<file path="src/rtl/surf_cout_align_pkg.sv">
// Shared types and helpers for the SURF COUT alignment controller.
package surf_cout_align_pkg;

    localparam int TAP_MAX = 62;
    localparam int LIN_W   = 6;
    localparam int VAL_W   = 6;

    typedef enum logic [3:0] {
        ST_IDLE,
        ST_LOAD,
        ST_SETTLE,
        ST_MEASURE,
        ST_NEXT,
        ST_CENTER,
        ST_LOAD_C,
        ST_SETTLE_C,
        ST_CHECK,
        ST_SLIP,
        ST_LOCKED,
        ST_FAIL
    } state_t;

    // Encoded value 32 is skipped by the PHY, so the upper half shifts by one.
    function automatic logic [VAL_W-1:0] lin2idelay(
        input logic [LIN_W-1:0] lin
    );
        return lin[5] ? lin + 6'd1 : lin;
    endfunction

    function automatic logic is_rotation(
        input logic [3:0] nib,
        input logic [3:0] pat
    );
        return (nib == pat)
            || (nib == {pat[2:0], pat[3]})
            || (nib == {pat[1:0], pat[3:2]})
            || (nib == {pat[0], pat[3:1]});
    endfunction

endpackage

</file>
<file path="src/rtl/surf_cout_err_meter.sv">
// Windowed COUT error counter: first sample is the reference for the window.
module surf_cout_err_meter
    import surf_cout_align_pkg::*;
#(
    parameter logic [3:0] PATTERN     = 4'b1000,
    parameter int         MEAS_CYCLES = 256
) (
    input  logic       sysclk_i,
    input  logic       rst_n_i,
    input  logic       start,
    input  logic [3:0] nibble,
    output logic       done,
    output logic       pass
);

    localparam int CNT_W = $clog2(MEAS_CYCLES);

    logic             active;
    logic [CNT_W-1:0] cnt;
    logic [3:0]       ref_q;
    logic [8:0]       errs;
    logic [8:0]       errs_nx;
    logic             bad;

    always_comb begin
        bad = (cnt == '0) ? !is_rotation(nibble, PATTERN)
                          : (nibble != ref_q);
        errs_nx = errs;
        if (bad && errs != 9'h1ff)
            errs_nx = errs + 9'd1;
    end

    always_ff @(posedge sysclk_i or negedge rst_n_i) begin
        if (!rst_n_i) begin
            active <= 1'b0;
            cnt    <= '0;
            ref_q  <= '0;
            errs   <= '0;
            done   <= 1'b0;
            pass   <= 1'b0;
        end else begin
            done <= 1'b0;
            if (start) begin
                active <= 1'b1;
                cnt    <= '0;
                errs   <= '0;
            end else if (active) begin
                if (cnt == '0)
                    ref_q <= nibble;
                errs <= errs_nx;
                cnt  <= cnt + 1'b1;
                if (cnt == CNT_W'(MEAS_CYCLES - 1)) begin
                    active <= 1'b0;
                    done   <= 1'b1;
                    pass   <= (errs_nx == '0);
                end
            end
        end
    end

endmodule

</file>
<file path="src/rtl/surf_cout_align.sv">
// COUT IDELAY eye scan and bitslip training controller.
// Define SURF_COUT_ALIGN_EYE_MAP_EN to keep a per-tap pass map.
module surf_cout_align
    import surf_cout_align_pkg::*;
#(
    parameter logic [3:0] TRAIN_NIBBLE  = 4'b1000,
    parameter int         SETTLE_CYCLES = 16,
    parameter int         MEAS_CYCLES   = 256,
    parameter int         MAX_SLIPS     = 8
) (
    input  logic             sysclk_i,
    input  logic             rst_n_i,
    input  logic             start_i,
    input  logic [3:0]       cout_i,
    output logic [VAL_W-1:0] idelay_value_o,
    output logic             idelay_load_o,
    output logic             bitslip_o,
    output logic             busy_o,
    output logic             locked_o,
    output logic             fail_o,
    output logic [5:0]       eye_start_o,
    output logic [6:0]       eye_width_o,
    output logic [62:0]      eye_map_o
);

    localparam int SET_W  = $clog2(SETTLE_CYCLES) + 1;
    localparam int SLIP_W = $clog2(MAX_SLIPS + 1);

    state_t            state;
    logic [LIN_W-1:0]  lin;
    logic [SET_W-1:0]  settle_cnt;
    logic [SLIP_W-1:0] slip_cnt;
    logic [5:0]        run_start;
    logic [6:0]        run_len;
    logic [5:0]        best_start;
    logic [6:0]        best_len;
    logic              meas_done;
    logic              meas_pass;

    logic              restart;
    logic              settle_done;
    logic              meas_start;
    logic [5:0]        run_start_nx;
    logic [6:0]        cand_len;
    logic              close_run;
    logic [LIN_W-1:0]  centre;

    always_comb begin
        restart = start_i && (state == ST_IDLE
                           || state == ST_LOCKED
                           || state == ST_FAIL);
        settle_done = (settle_cnt == SET_W'(SETTLE_CYCLES - 1));
        meas_start  = (state == ST_SETTLE) && settle_done;
        run_start_nx = (meas_pass && run_len == '0) ? lin : run_start;
        cand_len  = meas_pass ? run_len + 7'd1 : run_len;
        close_run = !meas_pass || (lin == LIN_W'(TAP_MAX));
        centre = LIN_W'({1'b0, best_start}
                      + ((best_len - 7'd1) >> 1));
    end

    surf_cout_err_meter #(
        .PATTERN     (TRAIN_NIBBLE),
        .MEAS_CYCLES (MEAS_CYCLES)
    ) u_meter (
        .sysclk_i (sysclk_i),
        .rst_n_i  (rst_n_i),
        .start    (meas_start),
        .nibble   (cout_i),
        .done     (meas_done),
        .pass     (meas_pass)
    );

    always_ff @(posedge sysclk_i or negedge rst_n_i) begin
        if (!rst_n_i) begin
            state          <= ST_IDLE;
            lin            <= '0;
            settle_cnt     <= '0;
            slip_cnt       <= '0;
            run_start      <= '0;
            run_len        <= '0;
            best_start     <= '0;
            best_len       <= '0;
            idelay_value_o <= '0;
            idelay_load_o  <= 1'b0;
            bitslip_o      <= 1'b0;
            busy_o         <= 1'b0;
            locked_o       <= 1'b0;
            fail_o         <= 1'b0;
            eye_start_o    <= '0;
            eye_width_o    <= '0;
        end else begin
            idelay_load_o <= 1'b0;
            bitslip_o     <= 1'b0;
            if (restart) begin
                state          <= ST_LOAD;
                lin            <= '0;
                slip_cnt       <= '0;
                run_start      <= '0;
                run_len        <= '0;
                best_start     <= '0;
                best_len       <= '0;
                idelay_value_o <= lin2idelay('0);
                busy_o         <= 1'b1;
                locked_o       <= 1'b0;
                fail_o         <= 1'b0;
                eye_start_o    <= '0;
                eye_width_o    <= '0;
            end else begin
                unique case (state)
                    ST_LOAD, ST_LOAD_C: begin
                        idelay_load_o <= 1'b1;
                        settle_cnt    <= '0;
                        state <= (state == ST_LOAD) ? ST_SETTLE
                                                    : ST_SETTLE_C;
                    end
                    ST_SETTLE: begin
                        settle_cnt <= settle_cnt + 1'b1;
                        if (settle_done)
                            state <= ST_MEASURE;
                    end
                    ST_MEASURE: begin
                        if (meas_done)
                            state <= ST_NEXT;
                    end
                    ST_NEXT: begin
                        run_len   <= meas_pass ? cand_len : '0;
                        run_start <= run_start_nx;
                        // Strictly longer only: ties keep the lower start.
                        if (close_run && cand_len > best_len) begin
                            best_start <= run_start_nx;
                            best_len   <= cand_len;
                        end
                        if (lin == LIN_W'(TAP_MAX)) begin
                            state <= ST_CENTER;
                        end else begin
                            lin            <= lin + 6'd1;
                            idelay_value_o <= lin2idelay(lin + 6'd1);
                            state          <= ST_LOAD;
                        end
                    end
                    ST_CENTER: begin
                        if (best_len == '0) begin
                            fail_o <= 1'b1;
                            busy_o <= 1'b0;
                            state  <= ST_FAIL;
                        end else begin
                            lin            <= centre;
                            idelay_value_o <= lin2idelay(centre);
                            eye_start_o    <= best_start;
                            eye_width_o    <= best_len;
                            state          <= ST_LOAD_C;
                        end
                    end
                    ST_SETTLE_C: begin
                        settle_cnt <= settle_cnt + 1'b1;
                        if (settle_done)
                            state <= ST_CHECK;
                    end
                    ST_CHECK: begin
                        if (cout_i == TRAIN_NIBBLE) begin
                            locked_o <= 1'b1;
                            busy_o   <= 1'b0;
                            state    <= ST_LOCKED;
                        end else if (slip_cnt < SLIP_W'(MAX_SLIPS)) begin
                            state <= ST_SLIP;
                        end else begin
                            fail_o <= 1'b1;
                            busy_o <= 1'b0;
                            state  <= ST_FAIL;
                        end
                    end
                    ST_SLIP: begin
                        bitslip_o  <= 1'b1;
                        slip_cnt   <= slip_cnt + 1'b1;
                        settle_cnt <= '0;
                        state      <= ST_SETTLE_C;
                    end
                    default: ;
                endcase
            end
        end
    end

`ifdef SURF_COUT_ALIGN_EYE_MAP_EN
    logic [62:0] eye_map_q;

    always_ff @(posedge sysclk_i or negedge rst_n_i) begin
        if (!rst_n_i)
            eye_map_q <= '0;
        else if (restart)
            eye_map_q <= '0;
        else if (state == ST_NEXT)
            eye_map_q[lin] <= meas_pass;
    end

    assign eye_map_o = eye_map_q;
`else
    assign eye_map_o = '0;
`endif

endmodule
</file>
<file path="config.mk">
export PLATFORM = sky130hd
export DESIGN_NAME = surf_cout_align
export DESIGN_NICKNAME = d
export VERILOG_FILES = /design/src/rtl/surf_cout_align_pkg.sv /design/src/rtl/surf_cout_err_meter.sv /design/src/rtl/surf_cout_align.sv
export SDC_FILE = /design/constraint.sdc
export NUM_CORES = 1
export LEC_CHECK = 0
export CORE_MARGIN = 4
export CORE_UTILIZATION = 49
export CTS_CLUSTER_SIZE = 28
export DETAILED_ROUTE_END_ITERATION = 7
export PLACE_DENSITY = 0.79
export SLEW_MARGIN = 10
export SYNTH_ARGS = -nofsm -noshare
export SYNTH_HDL_FRONTEND = slang
export SYNTH_SLANG_ARGS = --single-unit
</file>
<file path="constraint.sdc">
create_clock -name sysclk_i -period 2.7 [get_ports sysclk_i]
set_clock_uncertainty 0.05 [all_clocks]
set_input_delay 0.675 -clock sysclk_i [delete_from_list [all_inputs] [get_ports sysclk_i]]
set_output_delay 0.675 -clock sysclk_i [all_outputs]
set_load 0.005 [all_outputs]
</file>
# Yosys cells after proc, flatten, opt, wreduce, memory -nomap -nowiden
# Index checks and enable logic that the tools add are counted.
[totals] ff_bits=93 inputBits=7 out_inout_bits=87 wordCells=179
[op_classes] add_sub_neg=10 magnitude_cmp=2 n_eq_ne=30 n_mux=71 n_bitwise=2 reduce_logical=42
[op_table] cell="6-bit two-way mux" count=17
[op_table] cell="7-bit two-way mux" count=10
[op_table] cell="4-bit case mux with 8 select lines" count=1
[op_table] cell="4-bit two-way mux" count=7
[op_table] cell="9-bit two-way mux" count=3
[op_table] cell="6-bit case mux with 2 select lines" count=2
[op_table] cell="1-bit two-way mux" count=22
[op_table] cell="3-bit inequality test (second input constant)" count=7
[op_table] cell="4-bit by 3-bit equality test with 1-bit output (second input constant)" count=5
[op_table] cell="4-bit equality test (second input constant)" count=5
[op_table] cell="6-bit by 1-bit adder with 6-bit output (second input constant)" count=3
[op_table] cell="8-bit two-way mux" count=2
[op_table] cell="2-bit nonzero test" count=8
[op_table] cell="7-bit logical NOT" count=2
[op_table] cell="4-bit by 2-bit equality test with 1-bit output (second input constant)" count=3
[op_table] cell="3-bit AND reduction" count=4
[op_table] cell="5-bit case mux with 2 select lines" count=1
[op_table] cell="9-bit by 1-bit adder with 9-bit output (second input constant)" count=1
[op_table] cell="9-bit logical NOT" count=1
[op_table] cell="9-bit inequality test (second input constant)" count=1
[op_table] cell="9-bit nonzero test" count=1
[op_table] cell="8-bit by 1-bit adder with 8-bit output (second input constant)" count=1
[op_table] cell="4-bit by 1-bit equality test with 1-bit output (second input constant)" count=2
[op_table] cell="8-bit equality test (second input constant)" count=1
[op_table] cell="other kinds (27)" count=47

# Depth between registers and ports, before layout
[depth] word_depth=10 ltp_mapped=12 ltp_nobuf=12

# By module
# A second synthesis with hierarchy kept.
[hier_totals] cells_unflattened=690 hier_area_um2=6323.6
[modules_own_cells] mod="surf_cout_align" instances=1 cells_each=549 area_each_um2=4879.7 seq_area_each_um2=1726.7
[modules_own_cells] mod="surf_cout_err_meter" instances=1 cells_each=141 area_each_um2=1443.9 seq_area_each_um2=600.6

# Least setup slack after synthesis
# OpenSTA, ideal clock, no wires.
[synth_path] path_type="reg2reg" start="register best_len[1]" end="register idelay_value_o[5]" setup_ns=0.067 arrival_ns=2.564 t_required_ns=2.583 slack_ns=0.018 stages_incl_launch_ff=12 n_path_buf=0 synth_period_minus_slack_ns=2.682 cell_sequence="dfrtp_1 inv_1 ha_1 or3b_4 xnor2_1 ha_1 nand2_1 a21oi_1 o211ai_1 a21oi_1 a211oi_1 a32o_1"
[synth_via] elab_chain_cells=7 word_cells_on_any_way=10 classes_between="add/sub: 3; eq/ne: 1; mux: 4; reduce/logical: 2"
[synth_lines] element="start, declared" line="surf_cout_align.sv:36" source="logic [6:0] best_len;"
[synth_lines] element="start signal, assigned" line="surf_cout_align.sv:131" source="best_len <= cand_len;"
[synth_lines] element="7-bit by 1-bit subtractor with 7-bit output" line="surf_cout_align.sv:58" source="+ ((best_len - 7'd1) >> 1));"
[synth_lines] element="6-bit adder" line="surf_cout_align.sv:58"
[synth_lines] element="6-bit by 1-bit adder with 6-bit output" line="surf_cout_align_pkg.sv:27" source="return lin[5] ? lin + 6'd1 : lin;"
[synth_lines] element="6-bit two-way mux" line="surf_cout_align_pkg.sv:27"
[synth_lines] element="6-bit two-way mux" line="surf_cout_align.sv:142" source="if (best_len == '0) begin"
[synth_lines] element="6-bit case mux with 2 select lines" line="surf_cout_align.sv:109" source="unique case (state)"
[synth_lines] element="6-bit two-way mux" line="surf_cout_align.sv:94" source="if (restart) begin"
[synth_lines] element="end signal, assigned" line="surf_cout_align.sv:102" source="idelay_value_o <= lin2idelay('0);"
[synth_lines] element="end signal, assigned" line="surf_cout_align.sv:137" source="idelay_value_o <= lin2idelay(lin + 6'd1);"
[synth_lines] element="end signal, assigned" line="surf_cout_align.sv:148" source="idelay_value_o <= lin2idelay(centre);"
[synth_lines] element="end, declared" line="surf_cout_align.sv:15" source="output logic [VAL_W-1:0] idelay_value_o,"
# Parallel ways exist; a longest one is shown, timed or not. The select of a mux whose other input is x is not followed.
# A chain may end at the register's enable or synchronous reset.

# Final worst setup path
# Same ends and word-level chain as after synthesis.

==> metrics <==
Final Hold Viols 0; CTS Root Cell clkbuf_16; CTS H-tree depth 3; initial antenna violation count 0; Non-Filler Instances 891; Synth top cells by count 93 x dfrtp_1, 64 x nand2_1, 63 x buf_4, 62 x nor2_1, 41 x a21oi_1; first-pass GRT wire length around 22000 um; fmax about 0.37 GHz; Final HPWL DP 9760 um; Vias/cell 5.62; maximum vdd drop about 0.47 mV; CP Launch Point best_len[1]$_DFFE_PN0P_; Final #Nets between 700 and 800; post-cts hold buffer count 0; Die ar. 14100 um2; synth top area cells dfrtp_1 39%, buf_4 7.9%, ha_1 5.8%; final wirelength roughly 14000 um; Final WS setup -0.0371 ns; Fillers 1042; Die Width approximately 120 um; DRC violations left 0; hold crit path type in -> async; Max-Cap Viols 0; crit path max fanout 8; Final ANT Viol Nets 0; Crit Path Class reg -> reg; largest net degree at the start of global routing 49; synthesized instance count approximately 670; violated checks setup timing; TritonCTS Buffers 9; min cycle time layout approximately 2.7 ns; Lkg Pwr 0.00329 uW; Die Y between 100 and 150 um; DR vias approximately 5000; CORE AREA 12000 um2; clock slew seen by the registers of the worst setup and hold paths 0.07 ns; multi-input logic area 3420 um2; Setup violations, final 3; top-count cell post-synth dfrtp_1; number of global-route vias before repair about 4700; GRT Total Usage about a fifth; Synth cell types between 60 and 70; Syn-to-layout area delta 18.0%; CP Capture Type flop; Cell Count Post-Placement 864; Most used DFF post-synth dfrtp_1; share of layout cells above drive strength 1 17.5%; clk_lat worst skew 0.36 ns; worst hold slack roughly 0.27 ns; TNS Setup -0.0833 ns; leading area contributor after synthesis dfrtp_1; drt first pass iters 5; Synth async-reset ratio 100%; Post-Syn Area between 5000 and 6000 um2; antenna cells 0; data arrival time of the worst path between 2 and 3 ns; IO buf count 30; Max Slew Vio Count 0; EDFF count, synth 0; Seq/Total Area, Yosys 38.8%; register bit total from synthesis 93; Final period util 101%; worst-margin pin slew approximately 0.66 ns; grt total ovfl 0; CTS sink cnt 93; syn avg cell area roughly 8.9 um2; final core area utilization slightly below 60%; IO Count 94; RSZ-0062 raised after global routing true; WL per Instance 15.3 um; Reg-to-Reg Start best_len[1]$_DFFE_PN0P_; FF+latch area between 2000 and 2500 um2; Worst setup SP type flop; Initial Util around half; post-synth top area share 38.8%; Max-Slew Margin vs Limit a little under three fifths; Ys Warns 0; routability cong. approximately 0.92; CP Data Required Time around 2.9 ns; Core Rows 40; TritonCTS clock tree built; Cell Pwr Density approximately 1200 nW/um2; Max clock buf depth 2; outcome complete, but fails checks; first-iteration detailed-routing DRC count between 300 and 400
[sequential cells by signal, indices dropped and copies added, names as in the netlist, 4 cells and up]
name and flops:
u_meter.errs 9, u_meter.cnt 8, best_len 7, eye_width_o 7, run_len 7, best_start 6, eye_start_o 6, idelay_value_o 6
lin 6, run_start 6, settle_cnt 5, slip_cnt 4, state 4, u_meter.ref_q 4
[critical path, stage by stage (launching register included)]
cell and delay [ns]:
dfrtp_1 0.41, inv_2 0.09, ha_4 0.13, or3b_4 0.40, buf_4 0.15, or4_4 0.48, a211o_4 0.40, a21oi_2 0.16
a211oi_2 0.06, a32o_2 0.30
[placed cells by master (no fill, tap or decap), types with 4 or more instances in the layout]
cell type | synthesis | layout
xnor2_1 | 19 | 17
clkinv_2 | 0 | 4
buf_4 | 63 | 55
mux2_2 | 9 | 9
a211oi_2 | 0 | 4
a22oi_1 | 4 | 4
dfrtp_1 | 93 | 93
o21ai_0 | 30 | 27
clkdlybuf4s50_1 | 0 | 29
o21ai_1 | 2 | 4
a21o_1 | 9 | 7
xor2_1 | 28 | 28
inv_1 | 31 | 27
mux2i_1 | 8 | 8
a32o_1 | 5 | 4
a211oi_1 | 12 | 6
nand4_1 | 13 | 13
ha_1 | 28 | 25
a31oi_1 | 4 | 4
a221oi_2 | 0 | 10
conb_1 | 1 | 63
nor3_1 | 8 | 7
a21oi_1 | 41 | 39
clkbuf_16 | 0 | 9
nand2_1 | 64 | 63
nor2_1 | 62 | 61
nand3_1 | 26 | 26
and3_1 | 12 | 12
[layout make-up]
cell class | instances | share of cell area [%]
multi-input cells | 518 | 48.4
inverters | 31 | 1.68
clock inverters | 5 | 0.708
well taps | 147 | 2.60
clock buffers | 11 | 3.43
flip-flops and latches | 93 | 32.9
repair buffers | 86 | 10.3
[what timing repair did]
| item | 4_1_cts | 5_1_grt |
|---|---|---|
| buffers inserted | 2 | 7 |
| pin swaps | 1 | 30 |
| resized for setup | 2 | 47 |
| hold endpoints to repair | 0 | 0 |
| endpoints found under the setup margin | 8 | 20 |
| gates cloned | 0 | 2 |
[power breakdown]
part           switching [uW]  internal [uW]  total [uW]
clock network             537            736        1270
registers                 370           1780        2140
logic                    2650           2200        4850
total                    3560           4710        8270
[path summary, 6_finish.rpt]
kind / slack (ns) / depth (start not counted) / to
worst max register to register: -0.04 / 9 / idelay_value_o[5]$_DFFE_PN0P_
worst min-delay path: 0.27 / 1 / lin[4]$_DFFE_PN0P_
max in group asynchronous: 1.64 / 2 / u_meter.pass$_DFFE_PN0P_
worst min register to register: 0.43 / 2 / eye_start_o[3]$_DFFE_PN0P_
min in group sysclk_i: 0.43 / 2 / eye_start_o[3]$_DFFE_PN0P_
worst max-delay path: -0.04 / 9 / idelay_value_o[5]$_DFFE_PN0P_
[metal layers]
metal / up-vias / share of wire (%) / wire [um] / global-route usage [%]
li1: 2366 / - / - / -
met1: 2439 / 42 / 5720 / 22.9
met2: 165 / 51 / 6910 / 32.2
met3: 36 / 5.3 / 719 / 4.78
met4: 0 / 2.2 / 294 / 6.95
met5: - / 0 / 0 / 0
[per-stage QoR]
stage,worst slack (ns),instance area [um2],total power (uW)
CTS,-0.000506,6780,7680
global placement,0.00606,6470,6150
detailed placement,-0.147,6470,6320
floorplan,0.0183,6230,4950
global route,-0.182,7070,8870
finish,-0.0371,7070,8270
[kinds of logic (layout without fill, tap and decap cells)]
| family | Yosys count | count (layout) | share of synthesized area [%] |
|---|---|---|---|
| AO/OA/AOI/OAI | 140 | 141 | 15.3 |
| XOR/XNOR | 47 | 47 | 6.87 |
| adder cells (fa/ha/maj) | 29 | 29 | 6.18 |
| buffers and inverters | 127 | 133 | 11.9 |
| flip-flops | 93 | 93 | 38.8 |
| multiplexers | 17 | 17 | 3.03 |
| other | 1 | 63 | 0.0626 |
| AND/OR/NAND/NOR | 220 | 221 | 17.8 |
Power figures use the tool's default switching activity.
